==> src/rtl/fft_frame_ctrl.sv <==
// Frame sequencer for a streaming FFT core: feeds input frames and counts output frames.
// Optional output-frame length checker is built when FFT_FRAME_CTRL_LENCHK_EN is defined.
module fft_frame_ctrl #(
   parameter int unsigned FRAME_LEN  = 512,
   parameter int unsigned GAP_CYCLES = 16
) (
   input  logic        clk,
   input  logic        rst,
   input  logic        start,
   input  logic        abort,
   input  logic        continuous,
   input  logic        sink_ready,
   output logic        sink_valid,
   output logic        sink_sop,
   output logic        sink_eop,
   output logic [9:0]  sample_idx,
   input  logic        source_valid,
   input  logic        source_sop,
   input  logic        source_eop,
   output logic        busy,
   output logic        frame_done,
   output logic [15:0] out_frame_cnt,
   output logic        frame_err
);

   localparam int unsigned GapW = (GAP_CYCLES > 1) ? $clog2(GAP_CYCLES) : 1;
   localparam logic [9:0] LastIdx = 10'(FRAME_LEN - 1);
   localparam logic [GapW-1:0] GapLoad = GapW'(GAP_CYCLES - 1);

   typedef enum logic [1:0] {StIdle, StFeed, StWaitOut, StGap} state_e;

   state_e          state_q, state_d;
   logic            valid_q, valid_d;
   logic            sop_q, sop_d;
   logic            eop_q, eop_d;
   logic [9:0]      idx_q, idx_d;
   logic            busy_q, busy_d;
   logic            done_q, done_d;
   logic [15:0]     frame_cnt_q, frame_cnt_d;
   logic [GapW-1:0] gap_q, gap_d;
   logic            begin_frame;

   always_comb begin
      state_d     = state_q;
      valid_d     = valid_q;
      sop_d       = sop_q;
      eop_d       = eop_q;
      idx_d       = idx_q;
      done_d      = 1'b0;
      frame_cnt_d = frame_cnt_q;
      gap_d       = gap_q;
      begin_frame = 1'b0;

      unique case (state_q)
         StIdle: begin
            if (start) begin
               begin_frame = 1'b1;
            end
         end
         StFeed: begin
            if (valid_q && sink_ready) begin
               if (idx_q == LastIdx) begin
                  state_d = StWaitOut;
                  valid_d = 1'b0;
                  sop_d   = 1'b0;
                  eop_d   = 1'b0;
                  idx_d   = '0;
               end else begin
                  idx_d = idx_q + 10'd1;
                  sop_d = 1'b0;
                  eop_d = ((idx_q + 10'd1) == LastIdx);
               end
            end
         end
         StWaitOut: begin
            if (source_valid && source_eop) begin
               done_d      = 1'b1;
               frame_cnt_d = frame_cnt_q + 16'd1;
               if (!continuous) begin
                  state_d = StIdle;
               end else if (GAP_CYCLES == 0) begin
                  begin_frame = 1'b1;
               end else begin
                  state_d = StGap;
                  gap_d   = GapLoad;
               end
            end
         end
         StGap: begin
            if (gap_q == '0) begin
               begin_frame = 1'b1;
            end else begin
               gap_d = gap_q - 1'b1;
            end
         end
         default: state_d = StIdle;
      endcase

      if (begin_frame) begin
         state_d = StFeed;
         valid_d = 1'b1;
         sop_d   = 1'b1;
         eop_d   = 1'b0;
         idx_d   = '0;
      end

      // Abort wins over every transition, including a completing output frame.
      if (abort) begin
         state_d     = StIdle;
         valid_d     = 1'b0;
         sop_d       = 1'b0;
         eop_d       = 1'b0;
         idx_d       = '0;
         done_d      = 1'b0;
         frame_cnt_d = frame_cnt_q;
      end

      busy_d = (state_d != StIdle);
   end

   always_ff @(posedge clk) begin
      if (rst) begin
         state_q     <= StIdle;
         valid_q     <= 1'b0;
         sop_q       <= 1'b0;
         eop_q       <= 1'b0;
         idx_q       <= '0;
         busy_q      <= 1'b0;
         done_q      <= 1'b0;
         frame_cnt_q <= '0;
         gap_q       <= '0;
      end else begin
         state_q     <= state_d;
         valid_q     <= valid_d;
         sop_q       <= sop_d;
         eop_q       <= eop_d;
         idx_q       <= idx_d;
         busy_q      <= busy_d;
         done_q      <= done_d;
         frame_cnt_q <= frame_cnt_d;
         gap_q       <= gap_d;
      end
   end

   assign sink_valid    = valid_q;
   assign sink_sop      = sop_q;
   assign sink_eop      = eop_q;
   assign sample_idx    = idx_q;
   assign busy          = busy_q;
   assign frame_done    = done_q;
   assign out_frame_cnt = frame_cnt_q;

`ifdef FFT_FRAME_CTRL_LENCHK_EN
   localparam logic [10:0] FrameLenW = 11'(FRAME_LEN);

   logic [10:0] beat_q, beat_d;
   logic        counting_q, counting_d;
   logic        err_q, err_d;

   // Only output beats seen while waiting for an output frame are measured.
   always_comb begin
      beat_d     = beat_q;
      counting_d = counting_q;
      err_d      = err_q;
      if (state_q != StWaitOut) begin
         counting_d = 1'b0;
      end else if (source_valid) begin
         if (source_sop) begin
            if (counting_q) begin
               err_d = 1'b1;
            end
            beat_d     = 11'd1;
            counting_d = 1'b1;
         end else if (counting_q && (beat_q != '1)) begin
            beat_d = beat_q + 11'd1;
         end
         if (source_eop && (source_sop || counting_q)) begin
            counting_d = 1'b0;
            if (beat_d != FrameLenW) begin
               err_d = 1'b1;
            end
         end
      end
   end

   always_ff @(posedge clk) begin
      if (rst) begin
         beat_q     <= '0;
         counting_q <= 1'b0;
         err_q      <= 1'b0;
      end else begin
         beat_q     <= beat_d;
         counting_q <= counting_d;
         err_q      <= err_d;
      end
   end

   assign frame_err = err_q;
`else
   logic unused_source_sop;
   assign unused_source_sop = source_sop;
   assign frame_err         = 1'b0;
`endif

endmodule

==> config.mk <==
export PLATFORM = sky130hd
export DESIGN_NAME = fft_frame_ctrl
export DESIGN_NICKNAME = d
export VERILOG_FILES = /design/src/rtl/fft_frame_ctrl.sv
export SDC_FILE = /design/constraint.sdc
export NUM_CORES = 1
export LEC_CHECK = 0
export BUFFER_PORTS_ARGS = -buffer_cell sky130_fd_sc_hd__buf_2
export CORE_ASPECT_RATIO = 0.75
export CORE_MARGIN = 2
export CORE_UTILIZATION = 35
export CTS_CLUSTER_SIZE = 12
export DETAILED_ROUTE_END_ITERATION = 16
export PLACE_DENSITY = 0.55
export SLEW_MARGIN = 20
export SYNTH_ARGS = -nofsm -noshare
export SYNTH_HDL_FRONTEND = slang
export SYNTH_SLANG_ARGS = --single-unit
==> constraint.sdc <==
create_clock -name clk -period 1.7 [get_ports clk]
set_input_delay 0.17 -clock clk [delete_from_list [all_inputs] [get_ports clk]]
set_output_delay 0.17 -clock clk [all_outputs]
set_load 0.01 [all_outputs]
# == Word level (Yosys, flattened, before mapping) ==
# Cells that the tools add are included.
# op_classes
addsub,3
n_eq_ne,8
muxes,24
n_bitwise,2
n_reduce_logical,17
# ops
cell,count
$eq 10x9->1 const B,2
$add 16x1->16 const B,1
$mux 2,6
$mux 4,3
$mux 1,11
$add 10x1->10 const B,1
$mux 10,1
$reduce_bool 2->1,5
$pmux 4 s2,1
$ne 2x2->1 const B,3
$reduce_and 3->1,2
$reduce_or 3->1,2
$eq 2x2->1 const B,2
$logic_not 4->1,1
$pmux 2 s2,1
$reduce_and 2->1,2
$reduce_and 4->1,1
$sub 4x1->4 const B,1
$eq 2x1->1 const B,1
$logic_and 1x1->1,2
$logic_not 2->1,1
$not 1->1,2
$pmux 1 s2,1
$reduce_or 2->1,1
# totals
ff_bits,37
input_bits,9
output_inout_bits,32
word_cells,63

# == Depth between registers and ports, before layout ==
# logic_depth
ltp_word,7
depth_mapped,9
ltp_nobuf,7

# == Least setup slack after synthesis ==
# OpenSTA, ideal clock, no wires.
# synth_timing
path_kind,reg-to-reg
start,reg idx_q[0] (netlist: sample_idx[0])
end,reg busy_q (netlist: busy)
t_arrival_ns,1.749
slack_ns,-0.180
stages_incl_launch_ff,7
n_path_buf,0
period_less_slack_ns,1.880
cell_sequence,dfxtp_1 > ha_1 > nand3_2 > nor4_4 > nand4_1 > a311oi_1 > a21oi_1
# synth_via
elab_chain_cells,7
# synth_lines
element,line,text
"start, declared",36,"logic [9:0] idx_q, idx_d;"
"start signal, assigned",137,idx_q <= idx_d;
$eq 10x9->1,62,if (idx_q == LastIdx) begin
$mux 2,62,
$mux 2,61,if (valid_q && sink_ready) begin
$pmux 2 s2,54,unique case (state_q)
$mux 2,99,if (begin_frame) begin
$mux 2,108,if (abort) begin
$reduce_bool 2->1,118,busy_d = (state_d != StIdle);
"end signal, assigned",138,busy_q <= busy_d;
"end, declared",37,"logic busy_q, busy_d;"
# Every way passes these cells.
# A chain may end at the register's enable or synchronous reset.

# == Final worst setup path ==
# layout_timing
start,reg state_q[0]
end,reg frame_cnt_q[15] (netlist: out_frame_cnt[15])
# layout_via
elab_chain_cells,2
# layout_lines
element,line,text
"start, declared",32,"state_e state_q, state_d;"
"start signal, assigned",123,state_q <= StIdle;
"start signal, assigned",133,state_q <= state_d;
$eq 2x2->1,54,
$reduce_and 3->1 (no source line),--,
"end signal, assigned",140,frame_cnt_q <= frame_cnt_d;
"end, declared",39,"logic [15:0] frame_cnt_q, frame_cnt_d;"
# Every way passes these cells.

==> reports/results.tsv <==
metric	value	unit
fin_skew	0.00162	ns
hp-start	source_eop	
cp.arrival	1.87	ns
core_area	4980	um^2
ant_nets	0	
wl_per_cell	12.1	um
max_cap_violations	0	
cp-start-kind	flip-flop	
period_minus_slack	1.64	ns
finalHoldViolCount	0	
diodes	0	
synth_top_cell_area_share	40.2	%
cts_setup_buffers	0	
vias	1653	
hold_depth	3	
io_pins	41	
synth_nets	233	
p_switching	0.364	mW
r2r-end	out_frame_cnt[15]	
status	complete, no violations	
leakage	0.961	nW
cts_tree	yes	
dieArea	5870	um^2
layout.nets	290	
critPathMaxStageDelay	0.37	ns
criticalPathCategory	flip-flop to flip-flop	
max_freq	608	MHz
grt_max_degree	21	
wl	4180	um
r2r_start	state_q[0]	
synth_most_common_cell	dfxtp_1	
dpl.hpwl	3080	um
cp_max_fo	5	
drcViolationCount	0	
start_util	37.0	%
synth_edf_count	0	
cp.buffers_inverters	1	
drt-initial-drc-count	64	
yosysSeqAreaShare	40.2	%
yosysUniqueCellTypes	37	
grtUsageTotal	15.4	%
ys_warn_count	0	
antenna_found_initial	0	
min_path_type	input pin to flip-flop	
viasPerCell	4.79	
grt_pass1_vias	1530	
setup_viol	0	
fin_cells	345	
area.growth.synth_to_final	29.9	%
drv_slew	0	
clock_latency	0.29	ns
reg2reg_slack	0.06	ns
p_comb_share	3.7	%
port_buffers	38	
fp.dieH	66.9	um
cts.root.buffer_cell	clkbuf_8	
fp-row-count	22	
switching_share	21.0	%
syn_area	1840	um^2
grt-ovfl-total	0	
ys.flop_type	dfxtp_1	
fin_crit_sh	96.7	%
cts.clk_slew.worst_paths	0.07	ns
powerDensity	725	nW/um^2
cts_buffers	5	
yosysTopAreaCell	dfxtp_1	
grt_pass1_wl	6980	um
crit_family	simple AND/OR/NAND/NOR gates	
crit_cells	7	
async_flop_share	0	%
endpoint_kind	flip-flop	
crit_chain	inv_4 -> ha_4 -> and4b_2 -> and4_4 -> nand3_4 -> or3_1 -> a21oi_1	
synth.cells.most_frequent	37 x dfxtp_1, 31 x nor2_1, 17 x a21oi_1, 17 x nand2_1, 14 x xor2_1	
drive_above_1_share	30.8	%
gp_congestion	0.773	
worstRegToRegCells	7	
ir_drop	0.567	mV
whs_endpoint	frame_done	
crit_slowest_cell	dfxtp_4	
first_pass_iters	4	
p_seq_share	50.4	%
synth-seq-cells	37	
total_power	1.74	mW
cts_max_level	2	
max-clock-path-buffers	2	
cts.sink_count	37	
rsz0062_at_grt	yes	
die_w	87.8	um
intPower	1.37	mW
syn_inst	215	
syn_area_per_cell	8.58	um^2
synthTopCellsByArea	dfxtp_1 40%, xor2_1 6.6%, nor2_1 6.3%, ha_1 6.1%, a21oi_1 4.6%	
dp.cells	337	
clockPowerShare	46.0	%
crit_required	1.93	ns
-- state kept, by name, summed over array words and instances, names as in the netlist --
register	flops
state_q	2
frame_done	1
out_frame_cnt	16
sink_eop	1
busy	1
sample_idx	10
gap_q	4
sink_sop	1
sink_valid	1
-- worst min-delay path: stages --
cell and delay, ns:
buf_2 0.12, nand2_1 0.09, nor3_1 0.05
-- cell usage in the layout (no fill, tap or decap), drive strengths merged --
| master | instances |
|---|---|
| or3 | 3 |
| nand2 | 17 |
| ha | 9 |
| o22ai | 1 |
| and3 | 3 |
| a21oi | 17 |
| clkbuf | 7 |
| bufinv | 1 |
| and4b | 1 |
| nor4 | 4 |
| nor2 | 31 |
| nand3b | 1 |
| or2 | 2 |
| xnor2 | 7 |
| nor3 | 9 |
| a31oi | 2 |
| xor2 | 14 |
| o21ai | 3 |
| a311oi | 5 |
| mux2i | 1 |
| dfxtp | 37 |
| nor4b | 1 |
| a211oi | 1 |
| nand3 | 8 |
| o31a | 1 |
| conb | 1 |
| inv | 7 |
| and4 | 4 |
| nand2b | 4 |
| a21boi | 1 |
| nand4 | 9 |
| and2 | 1 |
| buf | 60 |
-- layer usage --
layer / global-route usage, % / vias to the layer above / wire length (um)
met2: 23.7 / 39 / 1820
met3: 5.20 / 2 / 222
met5: 0 / - / 0
met1: 20.4 / 748 / 2110
li1: - / 864 / -
met4: 4.62 / 0 / 18
-- how the worst max path moves through the flow --
stage          slack, ns        from                end
2_1_floorplan      -0.02  state_q[0]  out_frame_cnt[13]
6_report            0.06  state_q[0]  out_frame_cnt[15]
4_1_cts             0.01  state_q[0]  out_frame_cnt[13]
3_5_place_dp        0.03  state_q[0]  out_frame_cnt[13]
3_3_place_gp        0.04  state_q[0]  out_frame_cnt[13]
5_1_grt            -0.02  state_q[0]  out_frame_cnt[15]
-- logic make-up after synthesis --
kind of cell             Yosys count  synth area share, %
XOR/XNOR                          21                 9.97
adder cells (fa/ha/maj)            9                 6.11
flip-flops                        37                 40.2
AO/OA/AOI/OAI                     31                 10.1
buffers and inverters             17                 4.34
AND/OR/NAND/NOR                   98                 28.6
other                              1                0.203
multiplexers                       1                0.543
-- power groups by stage --
stage,combinational [mW],sequential (mW),clock (mW)
final,0.0635,0.875,0.799
after floorplan,0.0337,0.897,0
after CTS,0.0616,0.875,0.821
after global placement,0.0615,0.895,0
after global routing,0.0699,0.876,0.871
after detailed placement,0.0611,0.895,0
-- area by class of cell --
type                            instances  area [um^2]
Inverter                                7         28.8
Sequential cell                        37          748
Clock inverter                          1         30.0
Fill cell                             501         2590
Multi-Input combinational cell        161         1060
Tap cell                               72         90.1
Timing Repair Buffer                   60          355
Clock buffer                            7         86.3
-- repair_timing --
| action | 4_1_cts | 5_1_grt |
|---|---|---|
| hold buffers | 0 | 0 |
| hold endpoints to repair | 0 | 0 |
| resized for setup | 0 | 7 |
| setup endpoints to repair | 0 | 10 |
-- stage by stage --
stage / cell area (um^2) / util [%] / setup TNS (ns) / hold WS, ns / worst slack (ns)
6_report: 2390 / 48.1 / 0 / 0.187 / 0.0564
5_1_grt: 2390 / 48.1 / -0.0161 / 0.192 / -0.0161
4_1_cts: 2370 / 47.6 / 0 / 0.182 / 0.0118
3_5_place_dp: 2260 / 45.3 / 0 / 0.446 / 0.0276
3_3_place_gp: 2260 / 45.3 / 0 / 0.445 / 0.0380
2_1_floorplan: 1870 / - / -0.0207 / 0.334 / -0.0189
No activity file was read; power rests on OpenSTA's default activity.
